File: src/rtl/ahb_master_port_if.sv
// Command/response and AHB-lite signal bundle for one initiator port.
// master = the port itself, slave = local logic plus the bus fabric.
interface ahb_master_port_if #(
  parameter int AW = 32,
  parameter int DW = 32
);
  logic          cmd_valid;
  logic          cmd_ready;
  logic          cmd_write;
  logic [AW-1:0] cmd_addr;
  logic [DW-1:0] cmd_wdata;
  logic [2:0]    cmd_size;
  logic          rsp_valid;
  logic [DW-1:0] rsp_rdata;
  logic          rsp_err;
  logic          hreq;
  logic          hgrant;
  logic [3:0]    sel;
  logic [AW-1:0] haddr;
  logic [1:0]    htrans;
  logic          hwrite;
  logic [2:0]    hsize;
  logic [DW-1:0] hwdata;
  logic [DW-1:0] hrdata;
  logic          hready;
  logic          hresp;

  modport master (
    input  cmd_valid, cmd_write, cmd_addr, cmd_wdata, cmd_size,
    input  hgrant, hrdata, hready, hresp,
    output cmd_ready, rsp_valid, rsp_rdata, rsp_err,
    output hreq, sel, haddr, htrans, hwrite, hsize, hwdata
  );

  modport slave (
    output cmd_valid, cmd_write, cmd_addr, cmd_wdata, cmd_size,
    output hgrant, hrdata, hready, hresp,
    input  cmd_ready, rsp_valid, rsp_rdata, rsp_err,
    input  hreq, sel, haddr, htrans, hwrite, hsize, hwdata
  );
endinterface

File: src/rtl/ahb_master_port.sv
// Single-beat AHB-lite initiator: arbitration request, address/data phases,
// response pulse, and a per-state watchdog that aborts stuck transfers.
module ahb_master_port #(
  parameter int AW      = 32,
  parameter int DW      = 32,
  parameter int TIMEOUT = 255
) (
  input  logic hclk,
  input  logic hresetn,
  ahb_master_port_if.master bus
);
  localparam int CW = $clog2(TIMEOUT + 1);

  typedef enum logic [1:0] {IDLE, REQ, ADDR, DATA} state_e;

  typedef struct packed {
    logic          write;
    logic [2:0]    size;
    logic [AW-1:0] addr;
    logic [DW-1:0] wdata;
  } cmd_t;

  state_e        state_q, state_d;
  logic [CW-1:0] cnt_q, cnt_d;
  cmd_t          cmd_q, cmd_d;
  logic          hreq_q, hreq_d;
  logic [3:0]    sel_q, sel_d;
  logic [AW-1:0] haddr_q, haddr_d;
  logic [1:0]    htrans_q, htrans_d;
  logic          hwrite_q, hwrite_d;
  logic [2:0]    hsize_q, hsize_d;
  logic [DW-1:0] hwdata_q, hwdata_d;
  logic          rsp_valid_q, rsp_valid_d;
  logic [DW-1:0] rsp_rdata_q, rsp_rdata_d;
  logic          rsp_err_q, rsp_err_d;
  logic          expired, abort;

  // Counter saturates one short of TIMEOUT: this cycle is the TIMEOUT-th in the state.
  assign expired = (cnt_q == CW'(TIMEOUT - 1));

  always_comb begin
    state_d     = state_q;
    cmd_d       = cmd_q;
    hreq_d      = hreq_q;
    sel_d       = sel_q;
    haddr_d     = haddr_q;
    htrans_d    = htrans_q;
    hwrite_d    = hwrite_q;
    hsize_d     = hsize_q;
    hwdata_d    = hwdata_q;
    rsp_valid_d = 1'b0;
    rsp_rdata_d = rsp_rdata_q;
    rsp_err_d   = rsp_err_q;
    abort       = 1'b0;
    case (state_q)
      IDLE: if (bus.cmd_valid) begin
        cmd_d   = '{write: bus.cmd_write, size: bus.cmd_size,
                    addr: bus.cmd_addr, wdata: bus.cmd_wdata};
        state_d = REQ;
        hreq_d  = 1'b1;
        sel_d   = 4'b0001 << bus.cmd_addr[AW-1 -: 2];
      end
      REQ: if (bus.hgrant) begin
        state_d  = ADDR;
        haddr_d  = cmd_q.addr;
        hwrite_d = cmd_q.write;
        hsize_d  = cmd_q.size;
        htrans_d = 2'b10;
      end else if (expired) abort = 1'b1;
      ADDR: if (bus.hready) begin
        state_d  = DATA;
        htrans_d = 2'b00;
        if (cmd_q.write) hwdata_d = cmd_q.wdata;
      end else if (!bus.hgrant) begin
        state_d  = REQ;
        htrans_d = 2'b00;
      end else if (expired) abort = 1'b1;
      DATA: if (bus.hready) begin
        // hresp with hready low is only the first ERROR cycle; sample on hready.
        state_d     = IDLE;
        rsp_valid_d = 1'b1;
        rsp_err_d   = bus.hresp;
        if (!cmd_q.write) rsp_rdata_d = bus.hrdata;
        hreq_d      = 1'b0;
        sel_d       = 4'b0000;
      end else if (expired) abort = 1'b1;
      default: state_d = IDLE;
    endcase
    if (abort) begin
      state_d     = IDLE;
      rsp_valid_d = 1'b1;
      rsp_err_d   = 1'b1;
      hreq_d      = 1'b0;
      htrans_d    = 2'b00;
      sel_d       = 4'b0000;
    end
    cnt_d = (state_d != state_q || state_q == IDLE) ? '0 : cnt_q + CW'(1);
  end

  always_ff @(posedge hclk or negedge hresetn) begin
    if (!hresetn) begin
      state_q     <= IDLE;
      cnt_q       <= '0;
      cmd_q       <= '0;
      hreq_q      <= 1'b0;
      sel_q       <= '0;
      haddr_q     <= '0;
      htrans_q    <= 2'b00;
      hwrite_q    <= 1'b0;
      hsize_q     <= '0;
      hwdata_q    <= '0;
      rsp_valid_q <= 1'b0;
      rsp_rdata_q <= '0;
      rsp_err_q   <= 1'b0;
    end else begin
      state_q     <= state_d;
      cnt_q       <= cnt_d;
      cmd_q       <= cmd_d;
      hreq_q      <= hreq_d;
      sel_q       <= sel_d;
      haddr_q     <= haddr_d;
      htrans_q    <= htrans_d;
      hwrite_q    <= hwrite_d;
      hsize_q     <= hsize_d;
      hwdata_q    <= hwdata_d;
      rsp_valid_q <= rsp_valid_d;
      rsp_rdata_q <= rsp_rdata_d;
      rsp_err_q   <= rsp_err_d;
    end
  end

  assign bus.cmd_ready = (state_q == IDLE);
  assign bus.hreq      = hreq_q;
  assign bus.sel       = sel_q;
  assign bus.haddr     = haddr_q;
  assign bus.htrans    = htrans_q;
  assign bus.hwrite    = hwrite_q;
  assign bus.hsize     = hsize_q;
  assign bus.hwdata    = hwdata_q;
  assign bus.rsp_valid = rsp_valid_q;
  assign bus.rsp_rdata = rsp_rdata_q;
  assign bus.rsp_err   = rsp_err_q;
endmodule

File: src/flat_wrapper.sv
// flat-port wrapper written by rule: the top's interface ports become plain ports
module ahb_master_port_flat 
#(
  parameter int AW      = 32,
  parameter int DW      = 32,
  parameter int TIMEOUT = 255
)
  (hclk, hresetn, bus_cmd_valid, bus_cmd_write, bus_cmd_addr, bus_cmd_wdata, bus_cmd_size, bus_hgrant, bus_hrdata, bus_hready, bus_hresp, bus_cmd_ready, bus_rsp_valid, bus_rsp_rdata, bus_rsp_err, bus_hreq, bus_sel, bus_haddr, bus_htrans, bus_hwrite, bus_hsize, bus_hwdata);
  ahb_master_port_if #(.AW(AW), .DW(DW)) bus_i ();
  input  logic hclk;
  input  logic hresetn;
  input wire logic [$bits(bus_i.cmd_valid)-1:0] bus_cmd_valid;
  input wire logic [$bits(bus_i.cmd_write)-1:0] bus_cmd_write;
  input wire logic [$bits(bus_i.cmd_addr)-1:0] bus_cmd_addr;
  input wire logic [$bits(bus_i.cmd_wdata)-1:0] bus_cmd_wdata;
  input wire logic [$bits(bus_i.cmd_size)-1:0] bus_cmd_size;
  input wire logic [$bits(bus_i.hgrant)-1:0] bus_hgrant;
  input wire logic [$bits(bus_i.hrdata)-1:0] bus_hrdata;
  input wire logic [$bits(bus_i.hready)-1:0] bus_hready;
  input wire logic [$bits(bus_i.hresp)-1:0] bus_hresp;
  output wire logic [$bits(bus_i.cmd_ready)-1:0] bus_cmd_ready;
  output wire logic [$bits(bus_i.rsp_valid)-1:0] bus_rsp_valid;
  output wire logic [$bits(bus_i.rsp_rdata)-1:0] bus_rsp_rdata;
  output wire logic [$bits(bus_i.rsp_err)-1:0] bus_rsp_err;
  output wire logic [$bits(bus_i.hreq)-1:0] bus_hreq;
  output wire logic [$bits(bus_i.sel)-1:0] bus_sel;
  output wire logic [$bits(bus_i.haddr)-1:0] bus_haddr;
  output wire logic [$bits(bus_i.htrans)-1:0] bus_htrans;
  output wire logic [$bits(bus_i.hwrite)-1:0] bus_hwrite;
  output wire logic [$bits(bus_i.hsize)-1:0] bus_hsize;
  output wire logic [$bits(bus_i.hwdata)-1:0] bus_hwdata;
  assign bus_i.cmd_valid = bus_cmd_valid;
  assign bus_i.cmd_write = bus_cmd_write;
  assign bus_i.cmd_addr = bus_cmd_addr;
  assign bus_i.cmd_wdata = bus_cmd_wdata;
  assign bus_i.cmd_size = bus_cmd_size;
  assign bus_i.hgrant = bus_hgrant;
  assign bus_i.hrdata = bus_hrdata;
  assign bus_i.hready = bus_hready;
  assign bus_i.hresp = bus_hresp;
  assign bus_cmd_ready = bus_i.cmd_ready;
  assign bus_rsp_valid = bus_i.rsp_valid;
  assign bus_rsp_rdata = bus_i.rsp_rdata;
  assign bus_rsp_err = bus_i.rsp_err;
  assign bus_hreq = bus_i.hreq;
  assign bus_sel = bus_i.sel;
  assign bus_haddr = bus_i.haddr;
  assign bus_htrans = bus_i.htrans;
  assign bus_hwrite = bus_i.hwrite;
  assign bus_hsize = bus_i.hsize;
  assign bus_hwdata = bus_i.hwdata;
  ahb_master_port #(.AW(AW), .DW(DW), .TIMEOUT(TIMEOUT)) u_core (.hclk(hclk), .hresetn(hresetn), .bus(bus_i));
endmodule
File: config.mk
export PLATFORM = sky130hd
export DESIGN_NAME = ahb_master_port_flat
export DESIGN_NICKNAME = d
export VERILOG_FILES = /design/src/rtl/ahb_master_port_if.sv /design/src/rtl/ahb_master_port.sv /design/src/flat_wrapper.sv
export SDC_FILE = /design/constraint.sdc
export NUM_CORES = 1
export LEC_CHECK = 0
export BUFFER_PORTS_ARGS = -buffer_cell sky130_fd_sc_hd__buf_2
export CAP_MARGIN = 10
export CORE_MARGIN = 2
export CORE_UTILIZATION = 40
export DETAILED_ROUTE_END_ITERATION = 16
export GPL_TIMING_DRIVEN = 0
export PLACE_DENSITY_LB_ADDON = 0.08
export RECOVER_POWER = 25
export SYNTH_ARGS = -nofsm -noshare
export SYNTH_HDL_FRONTEND = slang
export SYNTH_SLANG_ARGS = --single-unit
File: constraint.sdc
create_clock -name hclk -period 2.8 [get_ports hclk]
set_input_delay 0.14 -clock hclk [delete_from_list [all_inputs] [get_ports hclk]]
set_output_delay 0.14 -clock hclk [all_outputs]
set_load 0.1 [all_outputs]
---- Yosys cells after proc, flatten, opt, wreduce, memory -nomap -nowiden ----
Index checks and enable logic that the tools add are counted.
word-level totals
  bits of input ports ..................... 106
  flip-flop bits (word level) ............. 187
  logic and storage cells ................. 74
  output and inout bits ................... 110
operators by class
  muxes and demuxes ....................... 33
  shifts and indexed selects .............. 1
  reductions and logical operators ........ 13
  $add $sub $neg .......................... 1
  bitwise logic cells ..................... 1
  equality and inequality tests ........... 9
operators by type and width
  kind                                                               count
  2-bit two-way mux                                                  10
  1-bit two-way mux                                                  14
  4-bit two-way mux                                                  3
  3-bit AND reduction                                                4
  3-bit by 2-bit != test with 1-bit output, second input constant    3
  8-bit by 1-bit adder with 8-bit output, second input constant      1
  8-bit == test, second input constant                               1
  8-bit two-way mux                                                  1
  2-bit one-hot mux with 4 select lines                              1
  4-bit one-hot mux with 2 select lines                              1
  2-bit AND reduction                                                3
  3-bit nonzero test                                                 2
  2-bit == test, second input constant                               2
  4-bit by 3-bit != test with 1-bit output, second input constant    1
  2-bit one-hot mux with 2 select lines                              1
  2-bit nonzero test                                                 2
  1-bit by 2-bit left shift with 4-bit output, first input constant  1
  1-bit one-hot mux with 3 select lines                              1
  2-bit by 1-bit == test with 1-bit output, second input constant    1
  2-bit logical NOT                                                  1
  2-bit != test                                                      1
  1-bit one-hot mux with 2 select lines                              1
  1-bit logical OR                                                   1
  1-bit NOT                                                          1

---- Longest topological paths before layout ----
Gate-level depths: netlist of the first run.
  depth in word-level cells ............... 9
  depth in mapped cells ................... 8
  mapped depth without buffers ............ 6

---- Worst setup path before layout of the first run ----
OpenSTA, ideal clock, no wires.
  kind .................................... register to register
  from .................................... register u_core.state_q[1]
  to ...................................... register u_core.cnt_q[0]
  library setup time ...................... 0.104 ns
  path buffers ............................ 1
  data required time ...................... 2.696 ns
  stages on the path, launching flop included .. 7
  clock period less this slack ............ 2.662 ns
  data arrival time ....................... 2.559 ns
  path slack .............................. 0.138 ns
  cell sequence ........................... dfrtp_1 inv_1 ha_1 clkbuf_1 and4b_1 a211o_1 a221oi_1
between the ends
  elaborated cells between the ends (all ways) .. 15
  those cells by class .................... 4 x eq/ne; 9 x mux; 2 x reduce/logical
RTL lines
  item                                   RTL line                text
  start, declared                        ahb_master_port.sv:23   state_e state_q, state_d;
  start signal, assigned                 ahb_master_port.sv:116  state_q <= state_d;
  2-bit logical NOT *                    n/a
  net bus_cmd_ready                      flat_wrapper.sv:21      output wire logic [$bits(bus_i.cmd_ready)-1:0] bus_cmd_ready;
  2-bit one-hot mux with 4 select lines  ahb_master_port.sv:55   case (state_q)
  2-bit two-way mux                      ahb_master_port.sv:89   if (abort) begin
  2-bit != test                          ahb_master_port.sv:97   cnt_d = (state_d != state_q || state_q == IDLE) ? '0 : cnt_q + CW'(1);
  1-bit logical OR *                     ahb_master_port.sv:97
  8-bit two-way mux *                    ahb_master_port.sv:97
  net u_core.cnt_d[0]                    ahb_master_port.sv:24   logic [CW-1:0] cnt_q, cnt_d;
  end signal, assigned                   ahb_master_port.sv:117  cnt_q <= cnt_d;
  end, declared                          ahb_master_port.sv:24
The timed path passes the listed nets; every way through them passes the cells marked *.
A chain may end at the register's enable or synchronous reset.

---- Final worst setup path of the first run ----
  from .................................... register u_core.state_q[1]
  to ...................................... register u_core.cnt_q[3]
between the ends
  word-level cells in the longest chain between the ends .. 7
  elaborated cells between the ends (all ways) .. 15
  those cells by class .................... 4 x eq/ne; 9 x mux; 2 x reduce/logical
RTL lines
  item                                   RTL line               text
  2-bit two-way mux                      ahb_master_port.sv:74  end else if (!bus.hgrant) begin
  2-bit two-way mux                      ahb_master_port.sv:70  ADDR: if (bus.hready) begin
  2-bit one-hot mux with 4 select lines  ahb_master_port.sv:55
  2-bit two-way mux                      ahb_master_port.sv:89
  2-bit != test                          ahb_master_port.sv:97
  1-bit logical OR *                     ahb_master_port.sv:97
  8-bit two-way mux *                    ahb_master_port.sv:97
  net u_core.cnt_d[3]                    ahb_master_port.sv:24
Marks and branches as above.

==> impl_metrics.py, run 1 <==
metrics = {
    "run_status": {
        "status": "complete, but fails checks",
        "violations": "capacitance limit, slew limit",
    },
    "die": {
        "die_area_um2": 19200,
        "ioPinCount": 216,
        "fp.dieH_um": 139,
        "start_util": 0.406,
        "core_area_um2": 17900,
        "die_width_um": 139,
        "num_rows": 49,
    },
    "critical_path": {
        "critPathLaunchType": "register",
        "worstPathCellList": "inv_1 -> ha_1 -> clkbuf_1 -> and4b_1 -> a211o_1 -> a221oi_1",
        "crit_type": "register to register",
        "crit_path_max_incr_delay_ns": 0.47,
        "critPathCaptureType": "register",
        "crit_path_max_fanout": 10,
        "slowest_stage": "dfrtp_1",
        "critical_path_arrival_ns": 2.77,
        "cp.required_ns": 3.11,
    },
    "routing": {
        "vias": 4999,
        "wire_per_inst_um": 15.8,
        "via_per_inst": 4.79,
        "ant_nets": 0,
        "drtIter0Drc": 283,
        "drc_errors": 0,
        "routed_wirelength_mm": 16.4,
        "dr.pass1.iters": 4,
    },
    "min_path": {
        "hold_class": "input pin to register",
    },
    "yosys": {
        "synth_edf_count": 0,
        "synth-simple-area-share": 0.0265,
        "synth.most_common_cell": "dfrtp_1",
        "syn-num-nets": 580,
        "netlist.area_leader.share": 0.641,
        "ys_seq_area_frac": 0.641,
        "syn_inst": 468,
        "async_flop_share": 1.00,
        "synth_common_cells": "dfrtp_1 (186), mux2_2 (165), clkbuf_1 (11)",
        "synth-seq-cells": 186,
        "syn_area_per_cell_um2": 15.5,
        "synth_area_um2": 7260,
        "synthMuxAreaShare": 0.257,
        "yosys_warnings": 0,
        "yosys-top-cells-area": "dfrtp_1 (64%), mux2_2 (26%), ha_1 (1.0%)",
        "synth_top_family_by_area": "multiplexers",
        "synth_xor_area_frac": 0.00724,
        "yosys.area_share.adder": 0.0103,
        "synthFlopType": "dfrtp_1",
        "synth_compound_area_frac": 0.0377,
        "yosysTopAreaCell": "dfrtp_1",
        "ys_types": 37,
    },
    "layout": {
        "drive_above_1_share": 0.516,
        "design_area_um2": 10300,
        "fillers": 1466,
        "area_delta_synth_final_pct": 41.7,
        "fin_nets": 913,
        "n_antenna_cell": 0,
    },
    "sta": {
        "hold_viol_final": 0,
        "fin_skew_ns": 0.00583,
        "layout_min_cycle_time_ns": 2.46,
        "relSlewSlack": -0.0223,
        "worstMarginPinSlew_ns": 1.53,
        "rsz0062_at_grt": "false",
        "clock.fmax_ghz": 0.407,
        "slew_viol_final": 110,
        "finalCritPeriodShare": 0.877,
        "finalSetupViolCount": 0,
    },
    "placement": {
        "placed_area_um2": 8650,
        "dp.final_hpwl_mm": 11.1,
        "gp_congestion": 0.758,
        "portBuffers": 213,
    },
    "clocking": {
        "cts_tree": "done",
        "cts.sinks": 186,
        "h-tree-depth": 4,
        "cts-root-buf": "clkbuf_16",
        "cts_made_buffers": 17,
        "cts.clk_slew.worst_paths_ns": 0.07,
        "clk_latency_ns": 0.42,
        "clockBufferDepth": 2,
    },
    "grt": {
        "first_global_vias": 5433,
        "grt_max_degree": 111,
        "grtUsageTotal": 0.177,
        "grt_pass1_wl_mm": 27.4,
        "antenna_found_initial": 0,
        "grt-ovfl-total": 0,
    },
    "flow_run": {
        "maxCapViolCount": 1,
    },
}
layer usage:
metal  share of wire  track usage  vias to the layer above
met5               0            0                        -
met3           0.061       0.0504                       23
met4           0.017       0.0606                        0
met2            0.49        0.300                      145
li1                -            -                     2338
met1            0.43        0.219                     2493
kinds of logic after synthesis:
group	Yosys count
buffers and inverters	33
multiplexers	166
adder cells (fa/ha/maj)	6
XOR/XNOR	6
flip-flops	186
other	1
AO/OA/AOI/OAI	34
AND/OR/NAND/NOR	36
placed cells by master (no fill, tap or decap), drive strengths merged, types with 5 or more instances in the layout:
| cell type | n |
|---|---|
| nor2 | 7 |
| dlygate4sd3 | 100 |
| dfrtp | 186 |
| xor2 | 5 |
| clkbuf | 38 |
| inv | 12 |
| nand2 | 8 |
| mux2 | 166 |
| a211o | 5 |
| ha | 6 |
| a21oi | 5 |
| a221oi | 8 |
| buf | 220 |
| nand3 | 5 |
path summary, 6_finish.rpt:
check                                                          to                    startpoint  slack [ns]  cells after the start
worst max-delay path                    u_core.cnt_q[3]$_DFF_PN0_   u_core.state_q[1]$_DFF_PN0_        0.34                      6
worst min-delay path                u_core.bus.sel[3]$_DFFE_PN0P_              bus_cmd_addr[31]        0.03                      3
worst max register to register          u_core.cnt_q[3]$_DFF_PN0_   u_core.state_q[1]$_DFF_PN0_        0.34                      6
worst min register to register       u_core.cmd_q[62]$_DFFE_PN0P_  u_core.cmd_q[62]$_DFFE_PN0P_        0.47                      2
max in group asynchronous       u_core.bus.hwdata[14]$_DFFE_PN0P_                       hresetn        1.12                      3
min in group asynchronous         u_core.bus.haddr[0]$_DFFE_PN0P_                       hresetn        0.63                      2
flip-flops by register name, summed over array words and instances, names as in the netlist, 2 cells and up:
signal,flops
u_core.bus.haddr,32
u_core.bus.hsize,3
u_core.bus.hwdata,32
u_core.bus.rsp_rdata,32
u_core.bus.sel,4
u_core.cmd_q,68
u_core.cnt_q,8
u_core.state_q,2
worst max-delay path, delay by kind of cell (launching register included):
family / cells / cell delay, ns
fa+ha+maj: 1 / 0.28
buf+inv: 2 / 0.57
simple gates: 1 / 0.29
compound gates: 2 / 0.73
flops: 1 / 0.47
timing repair:
action | in CTS | in global routing
hold buffers | 100 | 0
setup buffers | 0 | 0
endpoints found under the setup margin | 0 | 67
hold endpoints to repair | 208 | 0
resized for setup | 0 | 15
area by class of cell:
class	count	area, µm²	area share
sequential	186	4650	0.452
timing repair buffer	314	2090	0.203
buffer	24	113	0.0109
multi-input combinational	249	2470	0.240
clock buffer	20	457	0.0444
clock inverter	12	186	0.0181
tap	229	287	0.0278
inverter	9	33.8	0.00328
stage by stage:
step | hold WS, ns | instances | util | worst slack (ns) | TNS [ns]
after CTS | 0.00797 | 1043 | 0.575 | 0.0376 | 0
final | 0.0284 | 1043 | 0.575 | 0.345 | 0
after global placement | 0.355 | 910 | 0.481 | -1.27 | -234.39
after floorplan | -0.156 | 468 | - | 0.138 | 0
after global routing | 0.0438 | 1043 | 0.575 | 0.176 | 0
after detailed placement | 0.252 | 911 | 0.483 | 0.0767 | 0
Power of run 1 is left out: the tool's default activity adds up to more than one toggle a clock period on the data nets, which glitch-free logic cannot reach.
==> run 2, diff against run 1 <==
--- a/config.mk
+++ b/config.mk
@@ -5,11 +5,10 @@
 export SDC_FILE = /design/constraint.sdc
 export NUM_CORES = 1
 export LEC_CHECK = 0
-export BUFFER_PORTS_ARGS = -buffer_cell sky130_fd_sc_hd__buf_2
 export CAP_MARGIN = 10
-export CORE_MARGIN = 2
 export CORE_UTILIZATION = 40
 export DETAILED_ROUTE_END_ITERATION = 16
+export DONT_BUFFER_PORTS = 1
 export GPL_TIMING_DRIVEN = 0
 export PLACE_DENSITY_LB_ADDON = 0.08
 export RECOVER_POWER = 25
==> impl_metrics.py, run 2 (synthesized netlist as in run 1, its figures left out) <==
metrics = {
    "run_status": {
        "status": "complete, but fails checks",
        "violations": "hold timing",
    },
    "clocking": {
        "cts-root-buf": "clkbuf_16",
        "clk_latency_ns": 0.42,
        "cts_tree": "done",
        "ctsHoldBuffers": 102,
        "clockBufferDepth": 2,
        "cts.clk_slew.worst_paths_ns": 0.07,
        "cts_made_buffers": 17,
        "cts.sinks": 186,
        "h-tree-depth": 4,
        "post_cts.repair.setup_buffers": 0,
    },
    "layout": {
        "final_cell_mix": "dfrtp_1 (186), mux2_2 (165), dlygate4sd3_1 (102)",
        "fillers": 1528,
        "stdcell_count": 827,
        "n_antenna_cell": 0,
        "final_common_cell": "dfrtp_1",
        "largest_reg_flops": 68,
        "post-route-util": 0.523,
        "drive_above_1_share": 0.342,
        "design_area_um2": 9170,
        "area_delta_synth_final_pct": 26.3,
        "regMostFlops": "u_core.cmd_q",
        "fin_nets": 701,
    },
    "die": {
        "die_width_um": 137,
        "start_util": 0.414,
        "num_rows": 48,
        "fp.dieH_um": 137,
        "core_area_um2": 17500,
        "ioPinCount": 216,
        "die_area_um2": 18700,
    },
    "sta": {
        "relSlewSlack": 0.364,
        "clock.fmax_ghz": 0.379,
        "fin_hold_ws_ns": -0.583,
        "finalSetupTns_ns": 0,
        "slew_viol_final": 0,
        "finalSetupViolCount": 0,
        "rsz0062_at_grt": "false",
        "finalCritPeriodShare": 0.943,
        "worstMarginPinSlew_ns": 0.954,
        "fin_skew_ns": 0.0110,
        "hold_viol_final": 186,
        "layout_min_cycle_time_ns": 2.64,
    },
    "routing": {
        "routed_wirelength_mm": 15.1,
        "drtIter0Drc": 176,
        "ant_nets": 0,
        "via_per_inst": 5.13,
        "vias": 4244,
        "wire_per_inst_um": 18.3,
        "dr.pass1.iters": 4,
        "drc_errors": 0,
    },
    "grt": {
        "grtUsageTotal": 0.166,
        "grt_pass1_wl_mm": 23.5,
        "first_global_vias": 4526,
        "grt_max_degree": 187,
        "antenna_found_initial": 0,
        "grt-ovfl-total": 0,
    },
    "placement": {
        "dp.final_hpwl_mm": 10.0,
        "placed_area_um2": 7540,
        "gp_congestion": 0.725,
        "dp.cells": 693,
        "portBuffers": 0,
    },
    "critical_path": {
        "crit_path_max_fanout": 10,
        "crit_family": "buffers and inverters",
        "cp.required_ns": 3.10,
        "critPathLaunchType": "register",
        "crit_buf_inv": 3,
        "slowest_stage": "dfrtp_1",
        "critical_path_arrival_ns": 2.94,
        "critPathCaptureType": "register",
        "worstPathCellList": "inv_1 -> ha_4 -> clkbuf_1 -> nand2_2 -> clkbuf_1 -> mux2_2",
        "crit_path_frequent_cell": "clkbuf_1",
        "crit_path_max_incr_delay_ns": 0.47,
        "crit_type": "register to register",
    },
    "min_path": {
        "hold_class": "input pin to asynchronous set/reset pin",
    },
    "flow_run": {
        "maxCapViolCount": 0,
    },
}
==> run 2: stage by stage <==
step / worst slack (ns) / hold slack (ns)
after global routing: 0.0349 / -0.614
after floorplan: 0.138 / -0.156
after detailed placement: -0.484 / -0.149
after global placement: -0.437 / -0.150
final: 0.159 / -0.583
after CTS: 0.0143 / -0.608
==> run 2: final timing paths <==
| kind | from | endpoint | slack (ns) | cells past startpoint |
|---|---|---|---|---|
| worst max register to register | u_core.state_q[1]$_DFF_PN0_ | u_core.cmd_q[15]$_DFFE_PN0P_ | 0.16 | 6 |
| worst min register to register | u_core.cmd_q[63]$_DFFE_PN0P_ | u_core.cmd_q[63]$_DFFE_PN0P_ | 0.49 | 2 |
| worst min-delay path | hresetn | u_core.bus.sel[3]$_DFFE_PN0P_ | -0.58 | 0 |
| max in group asynchronous | hresetn | u_core.cnt_q[7]$_DFF_PN0_ | 2.88 | 0 |
| worst max-delay path | u_core.state_q[1]$_DFF_PN0_ | u_core.cmd_q[15]$_DFFE_PN0P_ | 0.16 | 6 |
| min in group hclk | bus_hready | u_core.bus.rsp_valid$_DFF_PN0_ | 0.05 | 3 |
==> run 2: metal layers <==
metal	part of all wire	global-route usage	wire length, µm	vias to the layer above
li1	-	-	-	1909
met1	0.39	0.189	5910	2167
met2	0.50	0.279	7590	151
met3	0.094	0.0641	1420	17
met4	0.013	0.0648	195	0
met5	0	0	0	-
==> run 2: layout make-up <==
type                       count  area, µm²  area share
clock buffer                  22        484      0.0528
buffer                        24        104      0.0113
tap                          225        282      0.0307
timing repair buffer         102       1020       0.111
sequential                   186       4650       0.508
inverter                       9       33.8     0.00369
multi-input combinational    249       2480       0.271
clock inverter                10        106      0.0116
==> run 2: worst reg2reg max path: cells and delay by family (launching register included) <==
kind                     cells  cell delay (ns)
multiplexers                 1             0.38
buffers and inverters        3             0.99
adder cells (fa/ha/maj)      1             0.39
flip-flops                   1             0.47
AND/OR/NAND/NOR              1             0.29
==> run 2: repair_timing <==
action                                  4_1_cts  5_1_grt
hold endpoints to repair                    292      186
pin swaps                                     0        0
endpoints found under the setup margin       77       69
gates resized for setup                       2        1
Power of run 2 is left out for the same reason.
